[src/rtl/bt656_line_decoder_if.sv]
// Signal bundle between a BT656 byte source, the line decoder and the 5-line FIFO.
// The DUT uses the slave modport; the byte source/observer uses master.
interface bt656_line_decoder_if;
    logic [7:0]  data_in;
    logic [7:0]  data_out;
    logic        write;
    logic        sol;
    logic        eol;
    logic [10:0] line_len;
    logic        field;
    logic        vblank;
    logic        trs_error;
    logic        overflow;
    logic [2:0]  state_dbg;

    // write is a single-cycle strobe: data_out, sol, eol (and line_len when eol) are valid only with it.
    modport master (
        output data_in,
        input  data_out, write, sol, eol, line_len, field, vblank, trs_error, overflow, state_dbg
    );

    modport slave (
        input  data_in,
        output data_out, write, sol, eol, line_len, field, vblank, trs_error, overflow, state_dbg
    );
endinterface

[src/rtl/bt656_line_decoder.sv]
// BT656 line decoder: finds TRS/XY codes, extracts active-line bytes and writes them
// to a line FIFO with sol/eol markers, line length, field/vblank and error pulses.
module bt656_line_decoder #(
    parameter int MAX_LINE   = 1440,
    parameter bit CHECK_PROT = 1'b1
) (
    input logic                  clock,
    input logic                  reset_n,
    bt656_line_decoder_if.slave  bus
);
    typedef enum logic [2:0] {
        BLANK  = 3'd0,
        T1     = 3'd1,
        T2     = 3'd2,
        T3     = 3'd3,
        ACTIVE = 3'd4
    } state_t;

    localparam logic [10:0] MAX_CNT = 11'(MAX_LINE);

    state_t      state_q, state_d;
    logic        pend_vld_q, pend_vld_d;
    logic [7:0]  pend_q, pend_d;
    logic        first_q, first_d;
    logic [10:0] cnt_q, cnt_d;
    logic [7:0]  dout_q, dout_d;
    logic        wr_q, wr_d;
    logic        sol_q, sol_d;
    logic        eol_q, eol_d;
    logic [10:0] len_q, len_d;
    logic        field_q, field_d;
    logic        vblank_q, vblank_d;
    logic        trs_q, trs_d;
    logic        ovf_q, ovf_d;

    logic [7:0]  din;
    logic        xy_f, xy_v, xy_h;
    logic        prot_ok, xy_ok;

    assign din     = bus.data_in;
    assign xy_f    = din[6];
    assign xy_v    = din[5];
    assign xy_h    = din[4];
    assign prot_ok = (din[3:0] == {xy_v ^ xy_h, xy_f ^ xy_h, xy_f ^ xy_v, xy_f ^ xy_v ^ xy_h});
    assign xy_ok   = din[7] && (prot_ok || !CHECK_PROT);

    always_ff @(posedge clock or negedge reset_n) begin
        if (!reset_n) begin
            state_q    <= BLANK;
            pend_vld_q <= 1'b0;
            pend_q     <= 8'd0;
            first_q    <= 1'b0;
            cnt_q      <= 11'd0;
            dout_q     <= 8'd0;
            wr_q       <= 1'b0;
            sol_q      <= 1'b0;
            eol_q      <= 1'b0;
            len_q      <= 11'd0;
            field_q    <= 1'b0;
            vblank_q   <= 1'b0;
            trs_q      <= 1'b0;
            ovf_q      <= 1'b0;
        end else begin
            state_q    <= state_d;
            pend_vld_q <= pend_vld_d;
            pend_q     <= pend_d;
            first_q    <= first_d;
            cnt_q      <= cnt_d;
            dout_q     <= dout_d;
            wr_q       <= wr_d;
            sol_q      <= sol_d;
            eol_q      <= eol_d;
            len_q      <= len_d;
            field_q    <= field_d;
            vblank_q   <= vblank_d;
            trs_q      <= trs_d;
            ovf_q      <= ovf_d;
        end
    end

    always_comb begin
        state_d    = state_q;
        pend_vld_d = pend_vld_q;
        pend_d     = pend_q;
        first_d    = first_q;
        cnt_d      = cnt_q;
        dout_d     = dout_q;
        wr_d       = 1'b0;
        sol_d      = 1'b0;
        eol_d      = 1'b0;
        len_d      = len_q;
        field_d    = field_q;
        vblank_d   = vblank_q;
        trs_d      = 1'b0;
        ovf_d      = 1'b0;

        case (state_q)
            BLANK:  if (din == 8'hFF) state_d = T1;
            T1:     state_d = (din == 8'h00) ? T2 : BLANK;
            T2:     state_d = (din == 8'h00) ? T3 : BLANK;
            T3: begin
                state_d = BLANK;
                if (xy_ok) begin
                    field_d  = xy_f;
                    vblank_d = xy_v;
                    if (!xy_h && !xy_v) begin
                        state_d    = ACTIVE;
                        cnt_d      = 11'd0;
                        first_d    = 1'b1;
                        pend_vld_d = 1'b0;
                    end
                end else begin
                    trs_d = 1'b1;
                end
            end
            ACTIVE: begin
                // One byte is always held back so the line's last byte can carry eol.
                if (din == 8'hFF) begin
                    state_d = T1;
                    if (pend_vld_q) begin
                        wr_d       = 1'b1;
                        dout_d     = pend_q;
                        sol_d      = first_q;
                        eol_d      = 1'b1;
                        len_d      = cnt_q;
                        first_d    = 1'b0;
                        pend_vld_d = 1'b0;
                    end
                end else if (cnt_q == MAX_CNT) begin
                    ovf_d = 1'b1;
                end else begin
                    if (pend_vld_q) begin
                        wr_d    = 1'b1;
                        dout_d  = pend_q;
                        sol_d   = first_q;
                        first_d = 1'b0;
                    end
                    pend_d     = din;
                    pend_vld_d = 1'b1;
                    cnt_d      = cnt_q + 11'd1;
                end
            end
            default: state_d = BLANK;
        endcase
    end

    assign bus.data_out  = dout_q;
    assign bus.write     = wr_q;
    assign bus.sol       = sol_q;
    assign bus.eol       = eol_q;
    assign bus.line_len  = len_q;
    assign bus.field     = field_q;
    assign bus.vblank    = vblank_q;
    assign bus.trs_error = trs_q;
    assign bus.overflow  = ovf_q;
    assign bus.state_dbg = state_q;
endmodule

[src/flat_wrapper.sv]
// flat-port wrapper written by rule: the top's interface ports become plain ports
module bt656_line_decoder_flat 
#(
    parameter int MAX_LINE   = 1440,
    parameter bit CHECK_PROT = 1'b1
)
  (clock, reset_n, bus_data_in, bus_data_out, bus_write, bus_sol, bus_eol, bus_line_len, bus_field, bus_vblank, bus_trs_error, bus_overflow, bus_state_dbg);
  bt656_line_decoder_if bus_i ();
  input logic clock;
  input logic reset_n;
  input wire logic [$bits(bus_i.data_in)-1:0] bus_data_in;
  output wire logic [$bits(bus_i.data_out)-1:0] bus_data_out;
  output wire logic [$bits(bus_i.write)-1:0] bus_write;
  output wire logic [$bits(bus_i.sol)-1:0] bus_sol;
  output wire logic [$bits(bus_i.eol)-1:0] bus_eol;
  output wire logic [$bits(bus_i.line_len)-1:0] bus_line_len;
  output wire logic [$bits(bus_i.field)-1:0] bus_field;
  output wire logic [$bits(bus_i.vblank)-1:0] bus_vblank;
  output wire logic [$bits(bus_i.trs_error)-1:0] bus_trs_error;
  output wire logic [$bits(bus_i.overflow)-1:0] bus_overflow;
  output wire logic [$bits(bus_i.state_dbg)-1:0] bus_state_dbg;
  assign bus_i.data_in = bus_data_in;
  assign bus_data_out = bus_i.data_out;
  assign bus_write = bus_i.write;
  assign bus_sol = bus_i.sol;
  assign bus_eol = bus_i.eol;
  assign bus_line_len = bus_i.line_len;
  assign bus_field = bus_i.field;
  assign bus_vblank = bus_i.vblank;
  assign bus_trs_error = bus_i.trs_error;
  assign bus_overflow = bus_i.overflow;
  assign bus_state_dbg = bus_i.state_dbg;
  bt656_line_decoder #(.MAX_LINE(MAX_LINE), .CHECK_PROT(CHECK_PROT)) u_core (.clock(clock), .reset_n(reset_n), .bus(bus_i));
endmodule
[config.mk]
export PLATFORM = sky130hd
export DESIGN_NAME = bt656_line_decoder_flat
export DESIGN_NICKNAME = d
export VERILOG_FILES = /design/src/rtl/bt656_line_decoder_if.sv /design/src/rtl/bt656_line_decoder.sv /design/src/flat_wrapper.sv
export SDC_FILE = /design/constraint.sdc
export NUM_CORES = 1
export LEC_CHECK = 0
export BUFFER_PORTS_ARGS = -buffer_cell sky130_fd_sc_hd__buf_2
export CAP_MARGIN = 40
export CORE_ASPECT_RATIO = 1.75
export CORE_MARGIN = 2
export CORE_UTILIZATION = 50
export DETAILED_ROUTE_END_ITERATION = 7
export HOLD_SLACK_MARGIN = 0.15
export PLACE_DENSITY_LB_ADDON = 0.12
export SLEW_MARGIN = 20
export SYNTH_ARGS = -nofsm -noshare
export SYNTH_HDL_FRONTEND = slang
export SYNTH_SLANG_ARGS = --single-unit
[constraint.sdc]
create_clock -name clock -period 3.4 [get_ports clock]
set_clock_uncertainty 0.15 [all_clocks]
set_input_delay 0.68 -clock clock [delete_from_list [all_inputs] [get_ports clock]]
set_output_delay 0.68 -clock clock [all_outputs]
set_load 0.02 [all_outputs]
After elaboration in Yosys (flattened, before gate mapping)
Cells that the tools add are included.
{"block": "word_totals", "reg_bits": 50, "latch_bits": 0, "ramBits": 0, "romBits": 0, "inputBits": 10, "out_inout_bits": 29, "word_cells": 89, "n_memories": 0}
{"block": "op_classes", "n_addsub": 1, "multipliers": 0, "n_div": 0, "magnitude_cmp": 0, "eq_ne": 14, "n_shift": 0, "muxes": 40, "n_bitwise": 6, "n_reduce_logical": 14}
{"operator": "2-to-1 mux 11 bit", "count": 4}
{"operator": "2-to-1 mux 1 bit", "count": 24}
{"operator": "2-to-1 mux 8 bit", "count": 3}
{"operator": "case mux 11 bit (2 select lines)", "count": 1}
{"operator": "case mux 3 bit (4 select lines)", "count": 1}
{"operator": "adder 11 x 1 -> 11 bit, second input constant", "count": 1}
{"operator": "equality test 11 bit, second input constant", "count": 1}
{"operator": "2-to-1 mux 3 bit", "count": 3}
{"operator": "equality test 8 bit, second input constant", "count": 1}
{"operator": "zero test 8 bit", "count": 1}
{"operator": "!= test 2 x 1 -> 1 bit, second input constant", "count": 4}
{"operator": "equality test 3 x 2 -> 1 bit, second input constant", "count": 2}
{"operator": "AND reduction 3 bit", "count": 2}
{"operator": "AND reduction 5 bit", "count": 1}
{"operator": "equality test 4 bit", "count": 1}
{"operator": "2-to-1 mux 2 bit", "count": 2}
{"operator": "!= test 2 bit, second input constant", "count": 2}
{"operator": "case mux 1 bit (2 select lines)", "count": 2}
{"operator": "AND reduction 2 bit", "count": 2}
{"operator": "AND reduction 4 bit", "count": 1}
{"operator": "bitwise XOR 1 bit", "count": 4}
{"operator": "equality test 3 x 1 -> 1 bit, second input constant", "count": 1}
{"operator": "equality test 3 bit, second input constant", "count": 1}
{"operator": "zero test 3 bit", "count": 1}
{"operator": "other kinds (6)", "count": 9}

Longest topological paths before layout
{"block": "depth", "word_depth": 6, "ltp_mapped": 7, "ltp_nobuf": 6}

Worst setup path before layout
Ideal clock, no wire load.
{"block": "synth_timing", "path_kind": "input port to flip-flop", "from": "in bus_data_in[4]", "to": "reg u_core.vblank_q, in the netlist u_core.bus.vblank", "setup_ns": 0.125, "arrival_ns": 2.035, "required_ns": 3.125, "setup_slack_ns": 1.090, "path_stages": 6, "path_buffers": 0, "path_cell_list": "inv_1 ha_1 xnor2_1 o211ai_1 nor4_1 mux2_2"}
{"block": "synth_between", "elab_chain_len": 4, "elab_cells_between_ends": 6, "cone_classes": "eq/ne: 1; bitwise: 3; reduce/logical: 2"}
{"item": "from (decl)", "line_no": "flat_wrapper.sv:11", "text": "input wire logic [$bits(bus_i.data_in)-1:0] bus_data_in;"}
{"item": "bitwise XOR 1 bit", "line_no": "bt656_line_decoder.sv:44", "text": "assign prot_ok = (din[3:0] == {xy_v ^ xy_h, xy_f ^ xy_h, xy_f ^ xy_v, xy_f ^ xy_v ^ xy_h});"}
{"item": "equality test 4 bit *", "line_no": "bt656_line_decoder.sv:44"}
{"item": "logical AND 1 bit *", "line_no": "bt656_line_decoder.sv:45", "text": "assign xy_ok = din[7] && (prot_ok || !CHECK_PROT);"}
{"item": "AND reduction 2 bit (no line) *"}
{"item": "to (signal assigned)", "line_no": "bt656_line_decoder.sv:75", "text": "vblank_q <= vblank_d;"}
{"item": "to (decl)", "line_no": "bt656_line_decoder.sv:32", "text": "logic vblank_q, vblank_d;"}
Every way passes the cells marked *; elsewhere a longest branch is shown, timed or not.
A chain may end at the register's enable or synchronous reset.

Worst setup path after layout
{"block": "layout_timing", "from": "in bus_data_in[5]", "to": "reg u_core.len_q[4], in the netlist u_core.bus.line_len[4]"}
{"block": "layout_between", "elab_chain_len": 2}
{"item": "equality test 8 bit", "line_no": "bt656_line_decoder.sv:118", "text": "if (din == 8'hFF) begin"}
{"item": "AND reduction 3 bit (no line)"}
{"item": "to (signal assigned)", "line_no": "bt656_line_decoder.sv:73", "text": "len_q <= len_d;"}
{"item": "to (decl)", "line_no": "bt656_line_decoder.sv:30", "text": "logic [10:0] len_q, len_d;"}
No other way between the ends.

==> impl_metrics.yaml <==
placed_design:
  gp_congestion: 0.938
  dpl.hpwl_microns: 3380
  port_buffers: 38
sta:
  timing.setup.tns_ns: 0
  hold_viol_final: 0
  fmax_mhz: 407
  relSlewSlack_pct: 65.4
  finalMaxSlewViolations: 0
  worst_slew_pin_slew_ns: 0.515
  min_period_ns: 2.46
  whs_ns: 0.153
  finalSetupViolCount: 0
  finalCritPeriodShare_pct: 72.2
  rsz0062_at_grt: "no"
synthesis:
  seq_area_frac_synth_pct: 55.7
  ys_warn_count: 0
  synth_area_sq_um: 2250
  synthCells: 178
  synth_area_leader_cell: "dfrtp_1"
  syn_area_per_cell_sq_um: 12.6
  synth_nets: 192
  synth.distinct_cells: 38
  yosysTopAreaCellShare_pct: 55.7
  yosys-top-cells-area: "dfrtp_1 56%, mux2_2 15%, xor2_1 2.3%"
  ys_seq_elements: 50
pwr:
  irDropWorstVdd_mv: 0.290
  cellPowerDensity_nw_per_um2: 389
  p_leak_nw: 1.34
  p_comb_share_pct: 4.7
  power.net_switching_mw: 0.232
  p_int_mw: 0.778
  p_seq_share_pct: 58.9
  sw_frac_of_total_pct: 23.0
  clock_power_share_pct: 36.3
setup_path:
  cp.required_ns: 3.44
  cp-start-kind: "primary input"
  worstSetupEndpointType: "register"
  critical_path_class: "primary input to register"
  path_max_fanout: 12
  worstPathArrival_ns: 2.50
final_layout:
  num_antenna_cells: 0
  drive_gt1_share_pct: 37.4
  area_growth_pct: 15.7
  filler_cell_count: 366
  fin_nets: 235
status:
  status: "finished clean"
flow_run:
  drv_cap: 0
clock_tree:
  cts.sinks: 50
  holdBufCountCts: 0
  post_cts_buffers: 0
  cts_buffers: 5
  clock_latency_ns: 0.30
  htreeDepth: 2
  cts_tree: "built"
  cts_root_buf: "clkbuf_8"
  clockBufferDepth: 2
  clk_pin_slew_ns: 0.09
  post_cts_resized: 0
global_routing:
  grt_remaining_overflow: 0
  grt_max_degree: 35
  grt_usage_pct: 20.1
  antenna_found_initial: 0
  grt_pass1_wl_microns: 7380
  grt_pass1_vias: 1610
floorplan:
  row_count: 32
  io_pins: 39
  die_x_microns: 54.7
  dieArea_sq_um: 5070
  initial_core_util_pct: 51.5
  die_y_microns: 92.7
  core_area_sq_um: 4360
drt:
  wl_microns: 4490
  drtIter0Drc: 31
  drc: 0
  via_count: 1567
  ant_nets: 0
  post_drt_wl_per_cell_microns: 16.4
  drt_first_pass_iters: 4
  viasPerCell: 5.74
min_path:
  holdCritPathClass: "primary input to async pin"
[per-stage QoR]
stage	setup WS [ns]	utilization [%]	power (mW)	cell area (sq um)	cells
after floorplan	1.09	-	0.627	2250	178
after global placement	0.744	56.8	0.650	2480	264
after detailed placement	0.613	57.3	0.656	2500	265
after CTS	0.934	59.5	1.02	2600	273
after global routing	0.763	59.5	1.05	2600	273
final	0.944	59.5	1.01	2600	273
[power by group through the flow]
stage | sequential (mW) | combinational (mW) | clock [mW]
3_5_place_dp | 0.607 | 0.0487 | 0
2_1_floorplan | 0.608 | 0.0186 | 0
3_3_place_gp | 0.607 | 0.0431 | 0
5_1_grt | 0.595 | 0.0546 | 0.404
4_1_cts | 0.595 | 0.0487 | 0.376
6_report | 0.595 | 0.0479 | 0.367
[sequential cells by signal (all words and copies together) (netlist names)]
register              flops
u_core.bus.vblank         1
u_core.bus.field          1
u_core.bus.write          1
u_core.bus.overflow       1
u_core.first_q            1
u_core.bus.sol            1
u_core.bus.line_len      11
u_core.bus.trs_error      1
u_core.pend_q             8
u_core.bus.data_out       8
u_core.bus.state_dbg      3
u_core.cnt_q             11
u_core.pend_vld_q         1
u_core.bus.eol            1
[cells by family (layout without fill, tap and decap cells)]
logic type / Yosys count / in the layout / synth area share (%)
buffers and inverters: 12 / 56 / 2.79
adders and majority gates: 4 / 4 / 2.23
DFF: 50 / 50 / 55.7
and+or+nand+nor: 46 / 46 / 12.8
muxes: 30 / 30 / 15.0
AOI/OAI and AO/OA: 27 / 27 / 7.97
xor gates and xnor gates: 9 / 9 / 3.51
[path summary, 6_finish.rpt]
kind,startpoint,end,slack [ns],cells past startpoint
min in group clock,u_core.first_q$_DFFE_PN0P_,u_core.first_q$_DFFE_PN0P_,0.35,1
max reg2reg,u_core.cnt_q[0]$_DFFE_PN0P_,u_core.bus.data_out[4]$_DFFE_PN0P_,1.20,7
min reg2reg,u_core.first_q$_DFFE_PN0P_,u_core.first_q$_DFFE_PN0P_,0.35,1
max in group asynchronous,reset_n,u_core.pend_q[0]$_DFFE_PN0P_,2.44,2
min,reset_n,u_core.bus.overflow$_DFF_PN0_,0.15,1
max,bus_data_in[5],u_core.bus.line_len[4]$_DFFE_PN0P_,0.94,6
[routing by layer]
layer	vias to the layer above	global-route usage [%]	routed length, microns
met2	37	34.1	2590
met1	784	23.5	1660
met3	10	3.55	149
met5	-	0	0
met4	0	8.54	93
li1	736	-	-
[cell type report]
type	count	area [sq um]	share of cell area, %
clock buffers	6	82.6	3.18
multi-input cells	116	932	35.9
clock inverters	2	17.5	0.674
inverters	7	26.3	1.01
repair buffers	41	225	8.67
flip-flops and latches	50	1250	48.1
well taps	51	63.8	2.46
[Yosys cell counts]
cell / number
a21oi_1: 7
a31o_1: 1
a31oi_1: 1
and2_1: 2
and3_1: 2
and3b_1: 1
and4_1: 1
and4b_1: 1
buf_2: 2
buf_4: 2
buf_6: 1
dfrtp_1: 50
ha_1: 4
inv_1: 7
mux2_2: 30
nand2_1: 4
nand3_1: 5
nand3b_1: 1
nand4_1: 2
nand4b_1: 1
nor2_1: 8
nor2_4: 1
nor3_1: 2
nor3b_4: 1
nor4_1: 5
nor4b_1: 1
o2111ai_1: 3
o211ai_1: 3
o211ai_2: 1
o21a_1: 2
o21ai_0: 5
o21ai_1: 1
o31ai_1: 3
or2_2: 1
or3_1: 3
or4_1: 4
xnor2_1: 3
xor2_1: 6
[critical path, cell delays in order]
cell,delay [ns]
buf_2,0.13
ha_1,0.16
nand4_1,0.33
nor2_1,0.29
and3_1,0.51
mux2_2,0.39
[cell usage in the layout, fill, tap and decap left out, types with 3 or more instances in the layout]
master and n:
xor2_1 6, or3_1 3, nor4_1 5, o31ai_1 3, dfrtp_1 50, clkbuf_8 6, xnor2_1 3, inv_1 7
o211ai_1 3, nand3_1 5, or4_1 4, nand2_1 4, mux2_2 30, ha_1 4, a21oi_1 7, buf_2 38
nor2_1 8, o2111ai_1 3, o21ai_0 5
Note: power is estimated with default switching activity, not from simulation.
